### config.mk
export PLATFORM = sky130hd
export DESIGN_NAME = bsort_regfile_engine
export DESIGN_NICKNAME = d
export VERILOG_FILES = /design/src/rtl/bsort_regfile_engine.sv
export SDC_FILE = /design/constraint.sdc
export NUM_CORES = 1
export LEC_CHECK = 0
export ABC_CLOCK_PERIOD_IN_PS = 6260
export CAP_MARGIN = 10
export CORE_MARGIN = 4
export CORE_UTILIZATION = 34
export CTS_CLUSTER_SIZE = 30
export DETAILED_ROUTE_END_ITERATION = 10
export GPL_TIMING_DRIVEN = 0
export SLEW_MARGIN = 20
export SYNTH_ARGS = -nofsm -noshare
export SYNTH_HDL_FRONTEND = slang
export SYNTH_SLANG_ARGS = --single-unit
### constraint.sdc
create_clock -name clk -period 6.26 [get_ports clk]
set_clock_uncertainty 0.15 [all_clocks]
set_input_delay 1.878 -clock clk [delete_from_list [all_inputs] [get_ports clk]]
set_output_delay 1.878 -clock clk [all_outputs]
set_load 0.01 [all_outputs]
### src/rtl/bsort_regfile_engine.sv
// rtl/bsort_regfile_engine.sv - 2R/2W register file with shift-in chain and bubble-sort sequencer
module bsort_regfile_engine #(
   parameter int WIDTH  = 8,
   parameter int DEPTH  = 8,
   parameter int IDXW   = $clog2(DEPTH),
   parameter bit ASCEND = 1'b1
) (
   input  logic                     clk,
   input  logic                     rst,
   input  logic                     load_valid,
   input  logic [WIDTH-1:0]         load_data,
   output logic                     load_ready,
   input  logic                     w_en,
   input  logic [IDXW-1:0]          a_idx,
   input  logic [IDXW-1:0]          b_idx,
   input  logic [WIDTH-1:0]         din_a,
   input  logic [WIDTH-1:0]         din_b,
   output logic [WIDTH-1:0]         a_out,
   output logic [WIDTH-1:0]         b_out,
   output logic [DEPTH*WIDTH-1:0]   dout_flat,
   input  logic                     start,
   output logic                     busy,
   output logic                     done,
   output logic [2*IDXW-1:0]        swap_cnt
);

   typedef enum logic [1:0] {S_IDLE, S_SORT, S_DONE} state_t;

   state_t           state, state_nxt;
   logic [WIDTH-1:0] mem [DEPTH];
   logic [IDXW-1:0]  j, j_next, pass_cnt;
   logic             pass_swapped;
   logic [WIDTH-1:0] lo_val, hi_val;
   logic             swap_now, last_j, last_pass, sort_end;

   assign j_next    = j + IDXW'(1);
   assign lo_val    = mem[j];
   assign hi_val    = mem[j_next];
   assign swap_now  = ASCEND ? (lo_val > hi_val) : (lo_val < hi_val);
   assign last_j    = (j == IDXW'(DEPTH - 2));
   assign last_pass = (pass_cnt == IDXW'(DEPTH - 2));
   // A pass ends the sort when it made no swap or it was the final permitted pass.
   assign sort_end  = last_j && (!(pass_swapped || swap_now) || last_pass);

   always_comb begin
      state_nxt  = state;
      load_ready = 1'b0;
      busy       = 1'b0;
      done       = 1'b0;
      case (state)
         S_IDLE: begin
            load_ready = 1'b1;
            if (start) state_nxt = S_SORT;
         end
         S_SORT: begin
            busy = 1'b1;
            if (sort_end) state_nxt = S_DONE;
         end
         S_DONE: begin
            done      = 1'b1;
            state_nxt = S_IDLE;
         end
         default: state_nxt = S_IDLE;
      endcase
   end

   always_ff @(posedge clk or posedge rst) begin
      if (rst) state <= S_IDLE;
      else     state <= state_nxt;
   end

   always_ff @(posedge clk or posedge rst) begin
      if (rst) begin
         for (int i = 0; i < DEPTH; i++) mem[i] <= '0;
         j            <= '0;
         pass_cnt     <= '0;
         pass_swapped <= 1'b0;
         swap_cnt     <= '0;
      end else begin
         case (state)
            S_IDLE: begin
               if (start) begin
                  j            <= '0;
                  pass_cnt     <= '0;
                  pass_swapped <= 1'b0;
                  swap_cnt     <= '0;
               end else if (load_valid) begin
                  mem[0] <= load_data;
                  for (int i = 1; i < DEPTH; i++) mem[i] <= mem[i-1];
               end else if (w_en) begin
                  // Later assignment gives port B priority on an index collision.
                  mem[a_idx] <= din_a;
                  mem[b_idx] <= din_b;
               end
            end
            S_SORT: begin
               if (swap_now) begin
                  mem[j]      <= hi_val;
                  mem[j_next] <= lo_val;
                  swap_cnt    <= swap_cnt + (2*IDXW)'(1);
               end
               if (last_j) begin
                  j            <= '0;
                  pass_cnt     <= pass_cnt + IDXW'(1);
                  pass_swapped <= 1'b0;
               end else begin
                  j            <= j_next;
                  pass_swapped <= pass_swapped | swap_now;
               end
            end
            default: ;
         endcase
      end
   end

   assign a_out = mem[a_idx];
   assign b_out = mem[b_idx];

   always_comb begin
      dout_flat = '0;
      for (int i = 0; i < DEPTH; i++) dout_flat[i*WIDTH +: WIDTH] = mem[i];
   end

endmodule

**Yosys cells after proc, flatten, opt, wreduce, memory -nomap -nowiden**

Cells that the tools add are included.

- Muxes and demuxes: 46
- Equal/unequal tests: 10
- Bitwise logic cells: 5
- $add $sub $neg: 3
- Order comparisons: 9
- Reduce and logical (&&, ||, !) cells: 15

Operator list:

| operator | number |
|---|---|
| bitwise mux 64 bit | 4 |
| two-way mux 64 bit | 4 |
| one-hot mux 64 bit (2 select lines) | 1 |
| binary-select mux 8 bit (select 3 bit) | 4 |
| demux 8 bit (select 3 bit) | 4 |
| two-way mux 8 bit | 12 |
| greater-or-equal comparator 4 bit (second input constant) | 4 |
| less-than comparator 4 x 1 -> 1 bit (second input constant) | 4 |
| inverter 3 -> 4 bit | 4 |
| two-way mux 6 bit | 2 |
| one-hot mux 3 bit (2 select lines) | 2 |
| one-hot mux 6 bit (2 select lines) | 1 |
| != test 2 bit (second input constant) | 5 |
| two-way mux 3 bit | 3 |
| > comparator 8 bit | 1 |
| adder 3 x 1 -> 3 bit (second input constant) | 2 |
| adder 6 x 1 -> 6 bit (second input constant) | 1 |
| equality test 3 bit (second input constant) | 2 |
| AND reduction 3 bit | 2 |
| logical AND 1 bit | 5 |
| two-way mux 1 bit | 5 |
| two-way mux 2 bit | 2 |
| one-hot mux 2 bit (2 select lines) | 1 |
| AND reduction 2 bit | 2 |
| 10 further kinds | 11 |

- Flip-flop bits (word level): 79
- Logic and storage cells: 101
- Output and inout bits: 89
- Input port bits: 35

**Depth between registers and ports, before layout**

Gate-level depths: netlist of run 1.

- Depth after elaboration: 12
- Depth in mapped cells: 18
- Gate-level depth less buffers: 14

**Least setup slack after synthesis of run 1**

OpenSTA, ideal clock, no wires.

- Path type: input-to-output
- From: in a_idx[1]
- To: out a_out[3]
- Arrival: 3.427 ns
- Data required time: 4.232 ns
- Cell stages on the path: 7
- Slack: 0.805 ns
- Path buffers: 3
- Cell sequence: buf_2 buf_1 buf_2 mux2_2 a22oi_1 a21oi_1 a221o_1

- Word-level cells in the longest chain between the ends: 4

Ends and longest elaborated chain:

| item | line | source |
|---|---|---|
| from (decl) | 14 | `input logic [IDXW-1:0] a_idx,` |
| inverter 3 -> 4 bit (not written as such) | 116 | `assign a_out = mem[a_idx];` |
| binary-select mux 8 bit (select 3 bit) | 116 |  |
| two-way mux 8 bit (not written as such) (2 in series) | 116 |  |
| to (decl) | 18 | `output logic [WIDTH-1:0] a_out,` |

Every way passes these cells. The select of a mux whose other input is x is not followed.

**Worst setup path after layout of run 1**

- From: in b_idx[0]
- To: out b_out[6]

- Word-level cells in the longest chain between the ends: 4

Ends and longest elaborated chain:

| item | line | source |
|---|---|---|
| from (decl) | 15 | `input logic [IDXW-1:0] b_idx,` |
| inverter 3 -> 4 bit (not written as such) | 117 | `assign b_out = mem[b_idx];` |
| binary-select mux 8 bit (select 3 bit) | 117 |  |
| two-way mux 8 bit (not written as such) (2 in series) | 117 |  |
| to (decl) | 19 | `output logic [WIDTH-1:0] b_out,` |

Every way passes these cells. The select of a mux whose other input is x is not followed.

==> flow_metrics.py, run 1 <==
metrics = {
    "synth": {
        "yosys.area.top_type": "dfrtp_1",
        "syn_nets": 1096,
        "yosys_warnings": 0,
        "avgSynthCellArea_um2": 7.991,
        "synth_seq_cells": 79,
        "ys.flop_type": "dfrtp_1",
        "synth_area_leaders": "dfrtp_1 24%, a221oi_1 6.7%, o21ai_0 5.3%, a21oi_1 4.6%, a22oi_1 4.2%",
        "syn_inst": 1048,
        "synth_edf_count": 0,
        "ys_seq_area_frac": 0.2361,
        "synth_cell_types": 80,
        "async_flop_share": 1.000,
        "netlist_area_um2": 8374,
        "synth_top_area_frac": 0.2361,
    },
    "worst_setup_path": {
        "cp.arrival_ps": 4230,
        "worstSetupStartpointType": "input port",
        "r2r_start": "j[0]",
        "crit_type": "input port to primary output",
        "r2r_end": "dout_flat[33]",
        "r2r_cells": 16,
        "r2r_setup_slack_ps": 150,
        "worst_ep_required_time_ps": 4230,
        "crit_fanout": 10,
        "endpoint_kind": "primary output",
    },
    "detailed_routing": {
        "antenna_left": 0,
        "dr.first_iter.drc_count": 1763,
        "wire_per_inst_um": 35.23,
        "routed_via_density": 7.064,
        "drc": 0,
        "drt_first_pass_iters": 6,
        "finalWirelength_um": 52840,
        "vias": 10596,
    },
    "layout": {
        "regArea_um2": 1977,
        "utilization": 0.4232,
        "syn2layout_area_growth_pct": 22.55,
        "num-nets-final": 1218,
        "stdcell_count": 1500,
        "layout_commonest_cell": "clkdlybuf4s50_1",
        "drive_above_1_share": 0.1209,
        "design_area_um2": 10260,
        "layout_common_cells": "106 x clkdlybuf4s50_1, 92 x nand2_1, 88 x o21ai_0",
        "fillers": 2559,
        "multi_input_area_um2": 5807,
    },
    "global_route": {
        "grt_max_degree": 52,
        "grt_pass1_wl_um": 72710,
        "gr-total-overflow": 0,
        "antenna_found_initial": 2,
        "grt_pass1_vias": 9829,
        "track_usage": 0.3788,
    },
    "placed_design": {
        "placed_cells": 1480,
        "port_buffers": 106,
        "pre_cts_slack_ps": -393.7,
        "placed_area_um2": 9894,
        "gp_congestion": 1.059,
        "dp_hpwl_um": 40360,
    },
    "power": {
        "p_sw_mw": 4.022,
        "p_sw_frac": 0.6006,
        "p_seq_frac": 0.182,
        "vdd_drop_max_mv": 0.3175,
        "p_per_area_nw_per_um2": 652.5,
        "p_comb_frac": 0.727,
        "p_leak_nw": 3.805,
        "power.share.clock": 0.090,
        "intPower_mw": 2.675,
    },
    "sta": {
        "rsz0062_at_grt": "no",
        "fmax_ghz": 0.1597,
        "setup_violations": 1,
        "fin_crit_ps": 6262,
        "relSlewSlack": 0.1889,
        "slew_viol_final": 0,
        "worst_pin_slew_ps": 1183,
        "timing.final.crit_share": 1.000,
        "setup-tns-final_ps": -1.917,
        "fin_ws_ps": -1.917,
        "hold_viol_final": 0,
    },
    "hold_path": {
        "min_path_type": "flip-flop to flip-flop",
        "whs_endpoint": "pass_swapped",
        "min_from": "pass_swapped",
        "timing.hold.worst_path_depth": 2,
    },
    "clock_network": {
        "cts_inserted_buffers": 9,
        "cts.reportedPaths.clkPinSlew_ps": 70,
        "cts_sinks": 79,
        "clock_latency_ps": 380,
        "cts_tree": "yes",
        "cts-root-buf": "clkbuf_16",
        "cts_hold_buffers": 0,
        "htreeDepth": 3,
        "clock_path_buffers": 2,
    },
    "floorplan": {
        "dieArea_um2": 27210,
        "rows": 57,
        "io_pins": 124,
        "coreArea_um2": 24250,
        "die_h_um": 164.9,
        "initial_core_util": 0.3454,
        "die_w_um": 164.9,
    },
    "run_status": {
        "violations": "negative setup slack",
        "status": "complete, but fails checks",
    },
    "job": {
        "maxCapViolations": 0,
    },
}
[registers in the layout (all words and copies together), names as in the netlist]
name          count
swap_cnt          6
dout_flat        64
j                 3
pass_swapped      1
state             2
pass_cnt          3
[timing repair]
item                                    in CTS  in global routing
pin swaps                                    0                  1
buffers inserted                             0                  5
resized for setup                            7                  3
endpoints found under the setup margin      15                 34
[logic make-up after synthesis]
kind of cell / count (synthesis) / synth area share
XOR/XNOR: 5 / 0.009713
AND/OR/NAND/NOR: 310 / 0.1883
adder cells (fa/ha/maj): 13 / 0.01942
AO/OA/AOI/OAI: 441 / 0.3729
flip-flops: 79 / 0.2361
multiplexers: 65 / 0.09936
buffers and inverters: 135 / 0.07426
[worst max path at each step]
stage,startpoint,end,depth (start not counted)
global route,j[0],dout_flat[39],16
CTS,b_idx[0],b_out[6],7
detailed placement,b_idx[1],b_out[1],7
floorplan,a_idx[1],a_out[3],7
finish,b_idx[0],b_out[6],6
global placement,b_idx[1],b_out[1],7
[layer usage]
layer  track usage  wire length (um)  vias to the layer above
met5             0                 0                        -
met4        0.1815              2947                        0
met3        0.1038              6628                      204
met2        0.5637             22330                      932
met1        0.5071             20930                     5129
li1              -                 -                     4331
[power groups by stage]
stage          Clock, mW  Combinational (mW)  Sequential [mW]
2_1_floorplan          0                2.72            0.999
3_3_place_gp           0                4.62             1.19
3_5_place_dp           0                4.64             1.19
4_1_cts            0.606                4.66             1.17
5_1_grt            0.619                5.05             1.21
6_report           0.604                4.87             1.22
[worst max-delay path: stages]
cell	delay (ps)
buf_2	170
nor3_2	800
clkbuf_2	570
a22oi_1	120
nand3_1	130
clkdlybuf4s50_1	560
[cell usage after synthesis (all sizes together) (13+ instances only)]
master / n
o21ai: 100
nand2: 92
dfrtp: 79
a21oi: 77
a221oi: 68
nor2: 68
clkbuf: 53
buf: 50
a22oi: 47
inv: 31
nand3: 30
mux2: 29
mux2i: 26
nor2b: 24
nor3: 19
o22ai: 17
nand2b: 16
a211oi: 15
a221o: 14
o211ai: 14
ha: 13
[through the flow]
stage                     total power [mW]  hold slack [ps]
final                                6.697            358.0
after global routing                 6.885            393.3
after global placement               5.813            329.0
after floorplan                      3.718            309.9
after detailed placement             5.823            343.5
after CTS                            6.437            360.2
[cell type report]
cell class | instances | share of cell area
multi-input cells | 834 | 0.5658
diodes | 1 | 0.0002438
clock buffers | 9 | 0.02195
clock inverters | 7 | 0.008413
repair buffers | 113 | 0.1105
inverters | 32 | 0.01195
plain buffers | 101 | 0.04901
well taps | 324 | 0.03950
flip-flops and latches | 79 | 0.1926
Power figures use the tool's default switching activity.
==> run 2, diff against run 1 <==
- CORE_MARGIN: 4 -> 2
==> flow_metrics.py, run 2 (same netlist as run 1, synthesis figures left out) <==
metrics = {
    "placed_design": {
        "pre_cts_slack_ps": -411.3,
        "gp_congestion": 1.066,
        "dp_hpwl_um": 41160,
        "port_buffers": 106,
        "placed_cells": 1481,
        "placed_area_um2": 9915,
    },
    "floorplan": {
        "die_h_um": 160.9,
        "io_pins": 124,
        "dieArea_um2": 25900,
        "coreArea_um2": 24250,
        "rows": 57,
        "initial_core_util": 0.3454,
        "die_w_um": 160.9,
    },
    "detailed_routing": {
        "vias": 10626,
        "antenna_left": 0,
        "dr.first_iter.drc_count": 1738,
        "wire_per_inst_um": 36.41,
        "finalWirelength_um": 54550,
        "routed_via_density": 7.093,
        "drt_first_pass_iters": 7,
        "drc": 0,
    },
    "worst_setup_path": {
        "r2r_start": "j[0]",
        "r2r_setup_slack_ps": 170,
        "worstSetupStartpointType": "input port",
        "worstSetupStartpoint": "b_idx[2]",
        "worst_ep_required_time_ps": 4230,
        "cp.arrival_ps": 4110,
        "endpoint_kind": "primary output",
        "r2r_end": "dout_flat[40]",
        "crit_fanout": 10,
        "r2r_cells": 16,
        "crit_type": "input port to primary output",
    },
    "sta": {
        "setup-tns-final_ps": 0,
        "worst_pin_slew_ps": 1272,
        "fin_ws_ps": 120.5,
        "rsz0062_at_grt": "no",
        "slew_viol_final": 0,
        "holdWs_ps": 350.8,
        "setup_violations": 0,
        "fin_crit_ps": 6139,
        "fmax_ghz": 0.1629,
        "hold_viol_final": 0,
        "timing.final.crit_share": 0.9807,
        "relSlewSlack": 0.1456,
    },
    "run_status": {
        "status": "completed",
    },
    "global_route": {
        "grt_pass1_wl_um": 76550,
        "gr-total-overflow": 0,
        "antenna_found_initial": 1,
        "grt_pass1_vias": 9982,
        "track_usage": 0.4164,
        "grt_max_degree": 46,
    },
    "clock_network": {
        "cts_sinks": 79,
        "cts_inserted_buffers": 9,
        "clock_latency_ps": 370,
        "cts_hold_buffers": 0,
        "cts_tree": "yes",
        "cts-root-buf": "clkbuf_16",
        "cts.reportedPaths.clkPinSlew_ps": 80,
        "clock_path_buffers": 2,
        "htreeDepth": 3,
    },
    "layout": {
        "drive_above_1_share": 0.1261,
        "layout_commonest_cell": "clkdlybuf4s50_1",
        "num-nets-final": 1217,
        "layout_common_cells": "106 x clkdlybuf4s50_1, 92 x nand2_1, 87 x o21ai_0",
        "stdcell_count": 1498,
        "utilization": 0.4236,
        "fillers": 2548,
        "design_area_um2": 10270,
        "diodes": 0,
        "syn2layout_area_growth_pct": 22.65,
        "largest_register_ff_count": 64,
    },
    "power": {
        "vdd_drop_max_mv": 0.2813,
        "p_sw_frac": 0.6100,
        "power.share.clock": 0.084,
        "p_seq_frac": 0.183,
        "p_per_area_nw_per_um2": 659.7,
        "power_mw": 6.776,
        "p_comb_frac": 0.733,
        "p_leak_nw": 3.807,
        "p_sw_mw": 4.133,
        "intPower_mw": 2.643,
    },
    "hold_path": {
        "whs_endpoint": "pass_swapped",
        "timing.hold.worst_path_depth": 2,
        "min_from": "pass_swapped",
        "min_path_type": "flip-flop to flip-flop",
    },
    "job": {
        "maxCapViolations": 0,
    },
}
-- run 2: cell type report --
type | instances | area (um2) | share of cell area
clock buffer | 10 | 239.0 | 0.02327
timing repair buffer | 115 | 1146 | 0.1116
inverter | 32 | 122.6 | 0.01194
tap | 324 | 405.4 | 0.03947
sequential | 79 | 1977 | 0.1925
buffer | 98 | 491.7 | 0.04787
multi-input combinational | 834 | 5838 | 0.5684
clock inverter | 6 | 51.30 | 0.004995
-- run 2: worst max-delay path: stages --
cell	delay [ps]
buf_2	210
and3b_1	660
clkbuf_2	500
a22oi_1	160
nand3_1	120
clkdlybuf4s50_1	570
-- run 2: timing repair --
action                     CTS  global route
gates resized for setup      8             5
hold endpoints to repair     0             0
setup endpoints to repair   22            74
gates cloned                 0             0
setup buffers                1             5
pin swaps                    1             0
-- run 2: worst max-delay path by stage --
stage	endpoint	slack [ps]	cells after the start
after floorplan	a_out[3]	810	7
after global routing	a_out[5]	100	7
after detailed placement	dout_flat[51]	-410	16
after global placement	dout_flat[51]	-450	16
final	b_out[6]	120	6
after CTS	b_out[7]	20	7
-- run 2: power groups by stage --
stage,clock network [mW],registers (mW),logic (mW)
after floorplan,0,0.999,2.72
after global placement,0,1.20,4.71
after detailed placement,0,1.20,4.71
after CTS,0.571,1.19,4.73
after global routing,0.593,1.23,5.14
final,0.571,1.24,4.97
-- run 2: per-layer routing --
layer / routed length (um) / GRT usage / vias up
met5: 0 / 0 / -
met4: 2992 / 0.1997 / 0
li1: - / - / 4324
met2: 22870 / 0.6137 / 910
met3: 6728 / 0.1041 / 213
met1: 21950 / 0.5689 / 5179
